--- config.mk ---
export PLATFORM = sky130hd
export DESIGN_NAME = mem_port_arbiter
export DESIGN_NICKNAME = d
export VERILOG_FILES = /design/src/rtl/mem_port_arbiter.sv
export SDC_FILE = /design/constraint.sdc
export NUM_CORES = 1
export LEC_CHECK = 0
export CAP_MARGIN = 20
export CORE_ASPECT_RATIO = 0.7
export CORE_UTILIZATION = 33
export DETAILED_ROUTE_END_ITERATION = 10
export DONT_BUFFER_PORTS = 1
export PLACE_DENSITY = 0.57
export SLEW_MARGIN = 20
export SYNTH_ARGS = -nofsm -noshare
export SYNTH_HDL_FRONTEND = slang
export SYNTH_SLANG_ARGS = --single-unit
export TNS_END_PERCENT = 10
--- constraint.sdc ---
create_clock -name clock_i -period 2.1 [get_ports clock_i]
set_input_delay 0.42 -clock clock_i [delete_from_list [all_inputs] [get_ports clock_i]]
set_output_delay 0.42 -clock clock_i [all_outputs]
set_load 0.03 [all_outputs]
--- src/rtl/mem_port_arbiter.sv ---
// Arbitrates one single-ported memory between instruction fetch (read-only) and data access.
// Data side wins conflicts, but no more than MAX_DM_BURST grants in a row while a fetch is waiting.
module mem_port_arbiter #(
  parameter int AW           = 32,
  parameter int DW           = 32,
  parameter int MAX_DM_BURST = 2,
  parameter int TIMEOUT      = 15
) (
  input  logic          clock_i,
  input  logic          reset_n_i,
  input  logic          if_req_i,
  input  logic [AW-1:0] if_addr_i,
  output logic [DW-1:0] if_rdata_o,
  output logic          if_ack_o,
  input  logic          dm_req_i,
  input  logic          dm_we_i,
  input  logic [AW-1:0] dm_addr_i,
  input  logic [DW-1:0] dm_wdata_i,
  output logic [DW-1:0] dm_rdata_o,
  output logic          dm_ack_o,
  output logic          mem_req_o,
  output logic          mem_we_o,
  output logic [AW-1:0] mem_addr_o,
  output logic [DW-1:0] mem_wdata_o,
  input  logic [DW-1:0] mem_rdata_i,
  input  logic          mem_ready_i,
  output logic          stall_if_o,
  output logic          stall_dm_o,
  output logic          err_o
);

  typedef enum logic [1:0] {IDLE, XFER, RESP} state_t;

  localparam int SW = $clog2(MAX_DM_BURST + 1);
  localparam int TW = $clog2(TIMEOUT + 1);
  localparam logic [DW-1:0] TIMEOUT_DATA = DW'(32'hDEADBEEF);

  state_t        state_q, state_d;
  logic [SW-1:0] starve_q, starve_d;
  logic [TW-1:0] tcnt_q, tcnt_d;
  logic          win_dm_q, win_dm_d;
  logic          mem_req_q, mem_req_d;
  logic          mem_we_q, mem_we_d;
  logic [AW-1:0] mem_addr_q, mem_addr_d;
  logic [DW-1:0] mem_wdata_q, mem_wdata_d;
  logic [DW-1:0] if_rdata_q, if_rdata_d;
  logic [DW-1:0] dm_rdata_q, dm_rdata_d;
  logic          if_ack_q, if_ack_d;
  logic          dm_ack_q, dm_ack_d;
  logic          err_q, err_d;
  logic          grant_dm;
  logic          finish;
  logic          abort;
  logic [DW-1:0] resp_data;

  always_ff @(posedge clock_i or negedge reset_n_i) begin
    if (!reset_n_i) begin
      state_q     <= IDLE;
      starve_q    <= '0;
      tcnt_q      <= '0;
      win_dm_q    <= 1'b0;
      mem_req_q   <= 1'b0;
      mem_we_q    <= 1'b0;
      mem_addr_q  <= '0;
      mem_wdata_q <= '0;
      if_rdata_q  <= '0;
      dm_rdata_q  <= '0;
      if_ack_q    <= 1'b0;
      dm_ack_q    <= 1'b0;
      err_q       <= 1'b0;
    end else begin
      state_q     <= state_d;
      starve_q    <= starve_d;
      tcnt_q      <= tcnt_d;
      win_dm_q    <= win_dm_d;
      mem_req_q   <= mem_req_d;
      mem_we_q    <= mem_we_d;
      mem_addr_q  <= mem_addr_d;
      mem_wdata_q <= mem_wdata_d;
      if_rdata_q  <= if_rdata_d;
      dm_rdata_q  <= dm_rdata_d;
      if_ack_q    <= if_ack_d;
      dm_ack_q    <= dm_ack_d;
      err_q       <= err_d;
    end
  end

  always_comb begin
    state_d     = state_q;
    starve_d    = starve_q;
    tcnt_d      = tcnt_q;
    win_dm_d    = win_dm_q;
    mem_req_d   = mem_req_q;
    mem_we_d    = mem_we_q;
    mem_addr_d  = mem_addr_q;
    mem_wdata_d = mem_wdata_q;
    if_rdata_d  = if_rdata_q;
    dm_rdata_d  = dm_rdata_q;
    if_ack_d    = 1'b0;
    dm_ack_d    = 1'b0;
    err_d       = err_q;
    grant_dm    = 1'b0;
    finish      = 1'b0;
    abort       = 1'b0;
    resp_data   = mem_rdata_i;

    case (state_q)
      IDLE: begin
        if (dm_req_i || if_req_i) begin
          grant_dm  = dm_req_i && (!if_req_i || (starve_q < SW'(MAX_DM_BURST)));
          mem_req_d = 1'b1;
          tcnt_d    = '0;
          state_d   = XFER;
          if (grant_dm) begin
            win_dm_d    = 1'b1;
            mem_we_d    = dm_we_i;
            mem_addr_d  = dm_addr_i;
            mem_wdata_d = dm_wdata_i;
            if (if_req_i) starve_d = starve_q + SW'(1);
          end else begin
            win_dm_d   = 1'b0;
            mem_we_d   = 1'b0;
            mem_addr_d = if_addr_i;
            starve_d   = '0;
          end
        end
      end
      XFER: begin
        if (mem_ready_i) begin
          finish = 1'b1;
        end else if (tcnt_q == TW'(TIMEOUT - 1)) begin
          finish    = 1'b1;
          abort     = 1'b1;
          resp_data = TIMEOUT_DATA;
        end else begin
          tcnt_d = tcnt_q + TW'(1);
        end
        if (finish) begin
          mem_req_d = 1'b0;
          mem_we_d  = 1'b0;
          // mem_we_q still reflects the granted direction here
          if (!mem_we_q) begin
            if (win_dm_q) dm_rdata_d = resp_data;
            else          if_rdata_d = resp_data;
          end
          if_ack_d = !win_dm_q;
          dm_ack_d = win_dm_q;
          if (abort) err_d = 1'b1;
          state_d = RESP;
        end
      end
      RESP:    state_d = IDLE;
      default: state_d = IDLE;
    endcase
  end

  assign if_rdata_o  = if_rdata_q;
  assign if_ack_o    = if_ack_q;
  assign dm_rdata_o  = dm_rdata_q;
  assign dm_ack_o    = dm_ack_q;
  assign mem_req_o   = mem_req_q;
  assign mem_we_o    = mem_we_q;
  assign mem_addr_o  = mem_addr_q;
  assign mem_wdata_o = mem_wdata_q;
  assign err_o       = err_q;
  assign stall_if_o  = if_req_i & ~if_ack_q;
  assign stall_dm_o  = dm_req_i & ~dm_ack_q;

endmodule

==> results_dict.tcl, run 1 <==
set metrics [dict create \
    grt_max_degree 143 \
    slew_viol_final 0 \
    firstDrtPassIters 4 \
    worstSkewPairLatency_ns 0.41 \
    ff2ff_path_depth 6 \
    hp-class "input port to asynchronous set/reset pin" \
    nets 559 \
    critPathMaxFanout 16 \
    multiInputGateArea_mm2 0.002365 \
    power_density_mw_per_mm2 1892 \
    synth_top_family_by_area "multiplexers" \
    violations "negative hold slack" \
    die_area_mm2 0.01893 \
    cts-root-buf "clkbuf_16" \
    regArea_mm2 0.003553 \
    p_sw_share_pct 44.34 \
    relSlewSlack_pct 61.06 \
    avgSynthCellArea_um2 14.68 \
    critPathCaptureType "flip-flop" \
    synth-compound-area-share_pct 3.364 \
    post_cts.repair.setup_buffers 0 \
    dieWidth_um 164.0 \
    portBuffers 0 \
    yosysTopAreaCellShare_pct 58.61 \
    syn_area_mm2 0.006063 \
    remaining_drc_errors 0 \
    cts_made_buffers 17 \
    p_seq_share_pct 57.9 \
    ios 269 \
    clockBufferDepth 2 \
    post-route-period-util_pct 94.28 \
    dp_hpwl_um 9041 \
    crit_required_ns 2.40 \
    core_mm2 0.01801 \
    finalPower_mw 13.24 \
    finalCriticalPeriod_ns 1.980 \
    final_hold_viol_count 142 \
    dpl_cell_area_mm2 0.006409 \
    setup_viol_count_final 0 \
    antenna_found_initial 1 \
    synth_top_area_cell "dfrtp_1" \
    synth_cells 413 \
    reg2reg_slack_ns 0.12 \
    gr-total-overflow 0 \
    pwr-share-comb_pct 20.9 \
    synthAdderAreaFrac_pct 0.4127 \
    crit_type "flip-flop to flip-flop" \
    gp_congestion 0.7779 \
    synthMuxAreaShare_pct 29.61 \
    grt_use_total_pct 13.70 \
    clkTransAtPathRegs_ns 0.07 \
    skew_ns 0.008194 \
    dieHeight_um 115.4 \
    ys.warnings.count 0 \
    timing.hold.ws_ns -0.2996 \
    synthTopCellsByArea "dfrtp_1, mux2_2, mux2_4, nand2b_1, a32o_1" \
    grt_pass1_wl_um 19550 \
    rsz0062_at_grt "false" \
    ant_nets 0 \
    synth_seq_area_share_pct 58.61 \
    start_util_pct 33.67 \
    fillers 1647 \
    grt_pass1_vias 3559 \
    p_leak_nw 3.157 \
    ir_drop_mv 0.8243 \
    synth-simple-area-share_pct 5.283 \
    tritoncts "yes" \
    drive_gt1_share_pct 45.18 \
    ys_ff_latch 142 \
    post_drt_wl_per_cell_um 19.05 \
    fmax_mhz 505.1 \
    timing.rr.start "tcnt_q[0]$_DFFE_PN0P_" \
    worstMarginPinSlew_ns 0.5829 \
    cp_data_arrival_time_ns 2.28 \
    num_vias 3324 \
    synth-xor-area-share_pct 0 \
    wirelength_um 12820 \
    outcome "complete, but fails checks" \
    critPathLaunchType "flip-flop" \
    switching_power_mw 5.870 \
    rows 41 \
    syn_to_final_growth_pct 15.39 \
    max_cap_violations 0 \
    via_per_inst 4.939 \
    worstReg2RegEnd "if_rdata_o[13]$_DFFE_PN0P_" \
    final_area_mm2 0.006997 \
    dr.first_iter.drc_count 150 \
    syn_nets 549 \
    cts.sinks 142 \
    ctsHtreeMaxLevel 4 \
    pwr-share-clk_pct 21.2 \
    internal_power_mw 7.367 \
    synth_cell_types 32 \
]
-- Yosys cell counts, drive strengths merged --
master,count
or2,1
nand3,3
and2,1
clkbuf,7
o21bai,1
and2b,1
dfrtp,142
nor4bb,1
mux2,145
mux2i,8
a31o,1
o221ai,1
inv,12
a32o,9
nand4b,1
nor2,5
a21boi,1
o22ai,1
nand2b,25
o21ai,3
o31ai,1
buf,15
o211ai,2
nor2b,4
ha,2
a31oi,3
nand2,12
or4,2
and3,1
a21o,2
-- critical path, stage by stage (launching register included) --
cell,delay (ns)
dfrtp_1,0.39
inv_2,0.08
ha_1,0.17
a31oi_1,0.13
or4_4,0.48
bufbuf_16,0.32
mux2_4,0.30
-- flip-flops by register name (all words and copies together) (netlist names) --
signal and flops:
dm_ack_o 1, err_o 1, if_rdata_o 32, mem_req_o 1
mem_we_o 1, tcnt_q 4, if_ack_o 1, win_dm_q 1
mem_wdata_o 32, starve_q 2, dm_rdata_o 32, mem_addr_o 32
state_q 2
-- per-stage QoR --
step	setup slack, ns	TNS, ns	hold WS (ns)	std cells	util [%]
after global routing	0.03396	0	-0.3369	673	38.86
after CTS	0.02270	0	-0.3261	672	38.84
after detailed placement	-0.03218	-0.4897	0.1263	639	35.59
final	0.1202	0	-0.2996	673	38.86
after global placement	0.04893	0	0.1269	639	35.59
after floorplan	0.1800	0	0.1244	413	-
-- timing repair --
item / in CTS / in global routing
setup endpoints to repair: 22 / 8
gates cloned: 1 / 0
endpoints found under the hold margin: 142 / 142
pin swaps: 0 / 1
resized for setup: 1 / 1
-- worst max path at each step --
stage | from | to | slack, ns | cells after the start
2_1_floorplan | tcnt_q[0]$_DFFE_PN0P_ | if_rdata_o[0]$_DFFE_PN0P_ | 0.18 | 7
3_3_place_gp | tcnt_q[0]$_DFFE_PN0P_ | if_rdata_o[6]$_DFFE_PN0P_ | 0.05 | 6
3_5_place_dp | tcnt_q[0]$_DFFE_PN0P_ | if_rdata_o[10]$_DFFE_PN0P_ | -0.03 | 6
4_1_cts | tcnt_q[0]$_DFFE_PN0P_ | if_rdata_o[12]$_DFFE_PN0P_ | 0.02 | 6
5_1_grt | tcnt_q[0]$_DFFE_PN0P_ | if_rdata_o[13]$_DFFE_PN0P_ | 0.03 | 6
6_report | tcnt_q[0]$_DFFE_PN0P_ | if_rdata_o[13]$_DFFE_PN0P_ | 0.12 | 6
-- routing by layer --
layer / vias up / wire [µm] / global-route usage [%]
met3: 7 / 934 / 5.082
met5: - / 0 / 0
met1: 1707 / 5136 / 15.83
met4: 0 / 129 / 5.062
li1: 1482 / - / -
met2: 128 / 6621 / 23.33
-- kinds of logic (layout without fill, tap and decap cells) --
kind of cell,after synthesis,count (layout)
AND/OR/NAND/NOR,57,57
flip-flops,142,142
buffers and inverters,34,57
AO/OA/AOI/OAI,25,25
multiplexers,153,153
other,0,1
adder cells (fa/ha/maj),2,2
-- power by group through the flow --
stage	combinational (mW)	sequential (mW)	clock (mW)
2_1_floorplan	2.27	7.37	0
3_3_place_gp	2.61	7.73	0
3_5_place_dp	2.78	7.73	0
4_1_cts	2.81	7.71	2.90
5_1_grt	3.02	7.86	3.03
6_report	2.76	7.67	2.80
-- cell type report --
cell class / count / share of cell area [%]
Sequential cell: 142 / 50.79
Multi-Input combinational cell: 237 / 33.80
Clock buffer: 17 / 6.080
Tap cell: 236 / 4.220
Timing Repair Buffer: 13 / 2.647
Clock inverter: 15 / 1.788
Inverter: 12 / 0.6438
Antenna cell: 1 / 0.03577
-- cells in the final DEF, fill, tap and decap left out, drive strengths merged, types with 5 or more instances in the layout --
cell type,synthesis,layout
mux2i,8,8
clkbuf,7,17
inv,12,22
mux2,145,145
nand2,12,12
buf,15,12
a32o,9,9
nand2b,25,25
nor2,5,5
dfrtp,142,142
Note: power is estimated with default switching activity, not from simulation.
==> inputs of run 2 (changes only) <==
--- a/config.mk
+++ b/config.mk
@@ -5,7 +5,6 @@
 export SDC_FILE = /design/constraint.sdc
 export NUM_CORES = 1
 export LEC_CHECK = 0
-export CAP_MARGIN = 20
 export CORE_ASPECT_RATIO = 0.7
 export CORE_UTILIZATION = 33
 export DETAILED_ROUTE_END_ITERATION = 10
==> results of run 2 <==
Final layout, timing and power as in run 1 (identical DEF).
